### config.mk
export PLATFORM = sky130hd
export DESIGN_NAME = issue_stage
export DESIGN_NICKNAME = d
export VERILOG_FILES = /design/src/rtl/issue_stage.sv
export SDC_FILE = /design/constraint.sdc
export NUM_CORES = 1
export LEC_CHECK = 0
export BUFFER_PORTS_ARGS = -buffer_cell sky130_fd_sc_hd__clkbuf_2
export CAP_MARGIN = 25
export CELL_PAD_IN_SITES_DETAIL_PLACEMENT = 1
export CELL_PAD_IN_SITES_GLOBAL_PLACEMENT = 2
export CORE_MARGIN = 2
export CORE_UTILIZATION = 30
export CTS_CLUSTER_DIAMETER = 80
export DETAILED_ROUTE_END_ITERATION = 6
export PLACE_DENSITY = 0.89
export SKIP_LAST_GASP = 1
export SLEW_MARGIN = 5
export SYNTH_ARGS = -nofsm -noshare
export SYNTH_HDL_FRONTEND = slang
export SYNTH_SLANG_ARGS = --single-unit
### constraint.sdc
create_clock -name clk -period 6.8 [get_ports clk]
set_input_delay 1.02 -clock clk [delete_from_list [all_inputs] [get_ports clk]]
set_output_delay 1.02 -clock clk [all_outputs]
set_load 0.05 [all_outputs]
### src/rtl/issue_stage.sv
// -----------------------------------------------------------------------------
// issue_stage
//   Decode-to-execute issue stage in front of the 32x32 register file read ports.
//   Accepts decoded instructions over a valid/ready handshake. Reads operands
//   from the register file and bypasses the value being written back this
//   cycle. A 32-entry scoreboard tracks registers that are still in flight and
//   stalls on RAW and WAW hazards. The issued instruction is registered into a
//   one-entry output slot that feeds execute.
//
// Ports
//   clk, rst                       clock, asynchronous active-high reset
//   dec_valid / dec_ready          decode handshake
//   dec_rs1/_en, dec_rs2/_en       source register indices and use flags
//   dec_rd, dec_rd_we              destination register index and write flag
//   dec_pc, dec_ctrl               PC and opaque control bundle (passed through)
//   rf_re1/2, rf_raddr1/2          register file read enables and addresses
//   rf_rdata1/2                    register file read data (combinational)
//   wb_valid, wb_rd, wb_data       writeback port (also drives the regfile write)
//   flush                          kill the output slot, block acceptance
//   ex_valid / ex_ready            output slot handshake
//   ex_op1/2, ex_rd, ex_rd_we,
//   ex_pc, ex_ctrl                 issued instruction contents
//   stall_cnt                      saturating count of stalled decode cycles
// -----------------------------------------------------------------------------
module issue_stage #(
  parameter int XLEN   = 32,
  parameter int PC_W   = 32,
  parameter int CTRL_W = 16
) (
  input  logic              clk,
  input  logic              rst,
  // decode side
  input  logic              dec_valid,
  output logic              dec_ready,
  input  logic [4:0]        dec_rs1,
  input  logic              dec_rs1_en,
  input  logic [4:0]        dec_rs2,
  input  logic              dec_rs2_en,
  input  logic [4:0]        dec_rd,
  input  logic              dec_rd_we,
  input  logic [PC_W-1:0]   dec_pc,
  input  logic [CTRL_W-1:0] dec_ctrl,
  // register file read ports
  output logic              rf_re1,
  output logic [4:0]        rf_raddr1,
  input  logic [XLEN-1:0]   rf_rdata1,
  output logic              rf_re2,
  output logic [4:0]        rf_raddr2,
  input  logic [XLEN-1:0]   rf_rdata2,
  // writeback
  input  logic              wb_valid,
  input  logic [4:0]        wb_rd,
  input  logic [XLEN-1:0]   wb_data,
  // pipeline control
  input  logic              flush,
  // execute side
  output logic              ex_valid,
  input  logic              ex_ready,
  output logic [XLEN-1:0]   ex_op1,
  output logic [XLEN-1:0]   ex_op2,
  output logic [4:0]        ex_rd,
  output logic              ex_rd_we,
  output logic [PC_W-1:0]   ex_pc,
  output logic [CTRL_W-1:0] ex_ctrl,
  // statistics
  output logic [31:0]       stall_cnt
);

  // ---------------------------------------------------------------------------
  // State
  // ---------------------------------------------------------------------------
  logic [31:0]       pending_q,  pending_d;
  logic              ex_valid_q, ex_valid_d;
  logic [XLEN-1:0]   ex_op1_q,   ex_op1_d;
  logic [XLEN-1:0]   ex_op2_q,   ex_op2_d;
  logic [4:0]        ex_rd_q,    ex_rd_d;
  logic              ex_rd_we_q, ex_rd_we_d;
  logic [PC_W-1:0]   ex_pc_q,    ex_pc_d;
  logic [CTRL_W-1:0] ex_ctrl_q,  ex_ctrl_d;
  logic [31:0]       stall_cnt_q, stall_cnt_d;

  // ---------------------------------------------------------------------------
  // Combinational helpers
  // ---------------------------------------------------------------------------
  logic [31:0]     clr_mask, set_mask, kill_mask, pend_eff;
  logic            hazard, accept;
  logic [XLEN-1:0] op1, op2;

  function automatic logic [31:0] onehot(input logic [4:0] idx);
    onehot = 32'd1 << idx;
  endfunction

  // Reads bypass the writeback value: the regfile only updates on the edge,
  // so its read data for wb_rd is still the old value in this cycle.
  function automatic logic [XLEN-1:0] resolve(input logic            en,
                                              input logic [4:0]      idx,
                                              input logic [XLEN-1:0] rdata,
                                              input logic            wv,
                                              input logic [4:0]      wrd,
                                              input logic [XLEN-1:0] wdata);
    if (!en || idx == 5'd0)     resolve = '0;
    else if (wv && wrd == idx)  resolve = wdata;
    else                        resolve = rdata;
  endfunction

  assign rf_re1    = dec_rs1_en;
  assign rf_raddr1 = dec_rs1;
  assign rf_re2    = dec_rs2_en;
  assign rf_raddr2 = dec_rs2;

  // NOTE: every signal assigned in always_comb gets a default at the top so no
  // path leaves it unassigned, which would otherwise infer a latch.
  always_comb begin
    clr_mask = '0;
    if (wb_valid) clr_mask = onehot(wb_rd);
    clr_mask[0] = 1'b0;

    // A register retiring this cycle no longer blocks, since its value is
    // available through the writeback bypass.
    pend_eff = pending_q & ~clr_mask;

    hazard = (dec_rs1_en && dec_rs1 != 5'd0 && pend_eff[dec_rs1]) ||
             (dec_rs2_en && dec_rs2 != 5'd0 && pend_eff[dec_rs2]) ||
             (dec_rd_we  && dec_rd  != 5'd0 && pend_eff[dec_rd]);

    dec_ready = !flush && (!ex_valid_q || ex_ready) && !hazard;
    accept    = dec_valid && dec_ready;

    set_mask = '0;
    if (accept && dec_rd_we && dec_rd != 5'd0) set_mask = onehot(dec_rd);

    // A killed slot never writes back, so its pending bit is dropped here.
    // If execute takes the slot in the same cycle it is consumed, not killed.
    kill_mask = '0;
    if (flush && ex_valid_q && !ex_ready && ex_rd_we_q && ex_rd_q != 5'd0)
      kill_mask = onehot(ex_rd_q);

    // Set is applied last so it wins over a same-index clear.
    pending_d    = (pending_q & ~clr_mask & ~kill_mask) | set_mask;
    pending_d[0] = 1'b0;

    op1 = resolve(dec_rs1_en, dec_rs1, rf_rdata1, wb_valid, wb_rd, wb_data);
    op2 = resolve(dec_rs2_en, dec_rs2, rf_rdata2, wb_valid, wb_rd, wb_data);
  end

  // Output slot next state: load on accept, drop valid when consumed or
  // flushed, otherwise hold everything.
  always_comb begin
    ex_valid_d = ex_valid_q;
    ex_op1_d   = ex_op1_q;
    ex_op2_d   = ex_op2_q;
    ex_rd_d    = ex_rd_q;
    ex_rd_we_d = ex_rd_we_q;
    ex_pc_d    = ex_pc_q;
    ex_ctrl_d  = ex_ctrl_q;
    if (accept) begin
      ex_valid_d = 1'b1;
      ex_op1_d   = op1;
      ex_op2_d   = op2;
      ex_rd_d    = dec_rd;
      ex_rd_we_d = dec_rd_we;
      ex_pc_d    = dec_pc;
      ex_ctrl_d  = dec_ctrl;
    end else if (ex_ready || flush) begin
      ex_valid_d = 1'b0;
    end
  end

  always_comb begin
    stall_cnt_d = stall_cnt_q;
    if (dec_valid && !dec_ready && stall_cnt_q != 32'hFFFF_FFFF)
      stall_cnt_d = stall_cnt_q + 32'd1;
  end

  // ---------------------------------------------------------------------------
  // Registers
  // ---------------------------------------------------------------------------
  // NOTE: sequential state uses non-blocking assignments so every flop samples
  // its _d value from before the edge, independent of statement order.
  always_ff @(posedge clk or posedge rst) begin
    if (rst) begin
      pending_q   <= '0;
      ex_valid_q  <= 1'b0;
      ex_op1_q    <= '0;
      ex_op2_q    <= '0;
      ex_rd_q     <= '0;
      ex_rd_we_q  <= 1'b0;
      ex_pc_q     <= '0;
      ex_ctrl_q   <= '0;
      stall_cnt_q <= '0;
    end else begin
      pending_q   <= pending_d;
      ex_valid_q  <= ex_valid_d;
      ex_op1_q    <= ex_op1_d;
      ex_op2_q    <= ex_op2_d;
      ex_rd_q     <= ex_rd_d;
      ex_rd_we_q  <= ex_rd_we_d;
      ex_pc_q     <= ex_pc_d;
      ex_ctrl_q   <= ex_ctrl_d;
      stall_cnt_q <= stall_cnt_d;
    end
  end

  assign ex_valid  = ex_valid_q;
  assign ex_op1    = ex_op1_q;
  assign ex_op2    = ex_op2_q;
  assign ex_rd     = ex_rd_q;
  assign ex_rd_we  = ex_rd_we_q;
  assign ex_pc     = ex_pc_q;
  assign ex_ctrl   = ex_ctrl_q;
  assign stall_cnt = stall_cnt_q;

endmodule

==> results.yml <==
worst_setup_path:
  start_kind: "input port"
  critPathKind: "in2out"
  slowest_delay_ns: 0.77
  r2r-start: "pending_q[23]$_DFF_PP0_"
  worstPathArrival_ns: 3.94
  cp.depth: 9
  crit_buf_inv: 2
  r2r_cells: 10
  crit_end: "dec_ready"
  startpoint: "wb_rd[0]"
  slowest_stage: "o31ai_1"
  crit_chain: "clkbuf_2, nand2b_1, o21ai_0, mux4_2, o2bb2ai_1, o21ai_1, o31ai_1, nor2_1, clkbuf_2"
  r2r_slack_ns: 3.18
  required_ns: 5.78
  crit_family: "compound AO/OA/AOI/OAI gates"
  crit_fanout: 23
  cp-end-kind: "output port"
  timing.rr.end: "pending_q[7]$_DFF_PP0_"
  crit_top_cell: "clkbuf_2"
die:
  die_y_um: 187
  core_sq_um: 33300
  die_w_um: 187
  initial_utilization_pct: 30.3
  dieArea_sq_um: 35100
  ios: 337
  fp-row-count: 67
synthesis:
  syn_inst: 1070
  yosys-top-cells-count: "258 x nand2_1, 182 x dfrtp_1, 84 x mux2i_1"
  mappedNetlistNets: 1244
  yosysMostFrequentCell: "nand2_1"
  ys_ff_latch: 182
  synthFlopType: "dfrtp_1"
  synth_area_sq_um: 10100
  avgSynthCellArea_sq_um: 9.43
  synth_top_area_cell: "dfrtp_1"
  async_flop_share_pct: 100
  synth_edf_count: 0
  ys_warn_count: 0
  synth_area_leaders: "dfrtp_1 45%, nand2_1 9.6%, mux2i_1 8.3%"
  synth_cell_type_count: 71
  yosysSeqAreaShare_pct: 45.2
  synth_top_area_share_pct: 45.2
final_layout:
  n_fill_cell: 4008
  syn2layout_area_growth_pct: 24.0
  fin_nets: 1516
  fin_util_pct: 37.6
  drive_above_1_share_pct: 31.0
  final_cells: 1801
  antenna_cells: 0
grt:
  grt_pass1_vias: 9866
  grt_usage_pct: 20.5
  antenna_found_initial: 0
  grt_pass1_wl_mm: 56.6
  grt_max_degree: 75
  grt.overflow.total: 0
clocking:
  cts_buffers: 17
  cts.htree.levels: 4
  clkSinkCount: 182
  cts-hold-fix-buffers: 0
  postCtsSetupBuffers: 0
  clk_pin_slew_ns: 0.07
  cts.path.max_buffers: 2
  worstSkewPairLatency_ns: 0.44
  cts_tree: "done"
  cts-resized-gates: 0
  cts-root-buf: "clkbuf_16"
placement:
  place_congestion: 0.893
  dp.cells: 1771
  io_buffers: 336
  dpl.hpwl_mm: 26.7
pwr:
  irDropWorstVdd_v: 0.000171
  power.leakage_nw: 5.93
  powerDensity_nw_per_um2: 298
worst_hold_path:
  hold_class: "reg2reg"
timing:
  final.min_clock_period_ns: 4.96
  finalMaxSlewViolations: 0
  relSlewSlack_pct: 33.6
  hold_violations: 0
  clock.fmax_ghz: 0.201
  finalSetupTns_ns: 0
  period_share_pct: 73.0
  tightestPinTransition_ns: 0.989
  holdWs_ns: 0.480
  skew_ns: 0.0151
  setup_violations: 0
  rsz0062_at_grt: "no"
route:
  vias: 9358
  routedWlPerCell_um: 19.9
  first_pass_iters: 5
  via_per_inst: 5.20
  routed_wirelength_mm: 35.9
  drc_errors: 0
  postRouteAntennaNets: 0
  drt_iter0_markers: 581
run_status:
  status: "complete, no violations"
job:
  max_cap_violations: 0
[flip-flops by register name, indices dropped and copies added (netlist names)]
name	cells
ex_op1	32
ex_op2	32
ex_pc	32
stall_cnt	32
pending_q	31
ex_ctrl	16
ex_rd	5
ex_rd_we	1
ex_valid	1
[worst min-delay path by stage]
| stage | endpoint | cells past startpoint | startpoint | slack [ns] |
|---|---|---|---|---|
| after floorplan | pending_q[7]$_DFF_PP0_ | 2 | pending_q[7]$_DFF_PP0_ | 0.54 |
| after global placement | ex_pc[4]$_DFFE_PP0P_ | 2 | ex_pc[4]$_DFFE_PP0P_ | 0.46 |
| after detailed placement | ex_pc[21]$_DFFE_PP0P_ | 2 | ex_pc[21]$_DFFE_PP0P_ | 0.47 |
| after CTS | ex_op1[28]$_DFFE_PP0P_ | 2 | ex_op1[28]$_DFFE_PP0P_ | 0.48 |
| after global routing | stall_cnt[14]$_DFFE_PP0P_ | 1 | stall_cnt[14]$_DFFE_PP0P_ | 0.51 |
| final | ex_ctrl[2]$_DFFE_PP0P_ | 2 | ex_ctrl[2]$_DFFE_PP0P_ | 0.48 |
[where the power goes]
group | switching, W | internal [W]
clock | 0.000430 | 0.000530
combinational | 0.00103 | 0.000314
sequential | 0.000148 | 0.00127
[worst reg2reg max path: stages (launching register included)]
cell	delay (ns)
dfrtp_1	0.45
mux2_2	0.30
o311ai_1	0.08
o311ai_0	0.24
a311o_1	0.38
a211oi_2	0.25
o31ai_1	0.28
nor3b_2	0.21
buf_4	0.50
nand4b_1	0.48
o22ai_1	0.35
[cell families after synthesis]
family | share of synthesized area, %
AND/OR/NAND/NOR | 19.8
buffers and inverters | 5.43
multiplexers | 9.79
flip-flops | 45.2
adder cells (fa/ha/maj) | 0.124
AO/OA/AOI/OAI | 15.8
XOR/XNOR | 3.92
[metal layers]
metal	global-route usage (%)	wire (um)
met5	0	0
met4	7.26	922
met3	5.57	2440
met2	33.1	17000
met1	26.4	15500
[area by class of cell]
| cell class | count | area (sq um) | share of cell area, % |
|---|---|---|---|
| Tap cell | 448 | 561 | 4.48 |
| Sequential cell | 182 | 4550 | 36.4 |
| Clock buffer | 23 | 478 | 3.82 |
| Inverter | 17 | 68.8 | 0.550 |
| Timing Repair Buffer | 345 | 1770 | 14.2 |
| Multi-Input combinational cell | 779 | 5000 | 40.0 |
| Clock inverter | 7 | 73.8 | 0.590 |
[placed cells by master, fill, tap and decap left out, types with 21 or more instances in the layout]
| master | count |
|---|---|
| o31ai_2 | 21 |
| o31ai_1 | 53 |
| clkbuf_2 | 336 |
| nand3_1 | 22 |
| mux2i_1 | 84 |
| o21ai_0 | 30 |
| nand2_1 | 258 |
| xor2_1 | 23 |
| nor2_1 | 46 |
| dfrtp_1 | 182 |
[per-stage QoR]
stage                     worst slack, ns  instance area [sq um]  total power, W
after global routing                 1.63                  12500         0.00391
after floorplan                     0.836                  10100         0.00239
after detailed placement             1.69                  12000         0.00279
after global placement               1.76                  12000         0.00276
after CTS                            1.85                  12500         0.00377
final                                1.84                  12500         0.00372
Power figures use the tool's default switching activity.
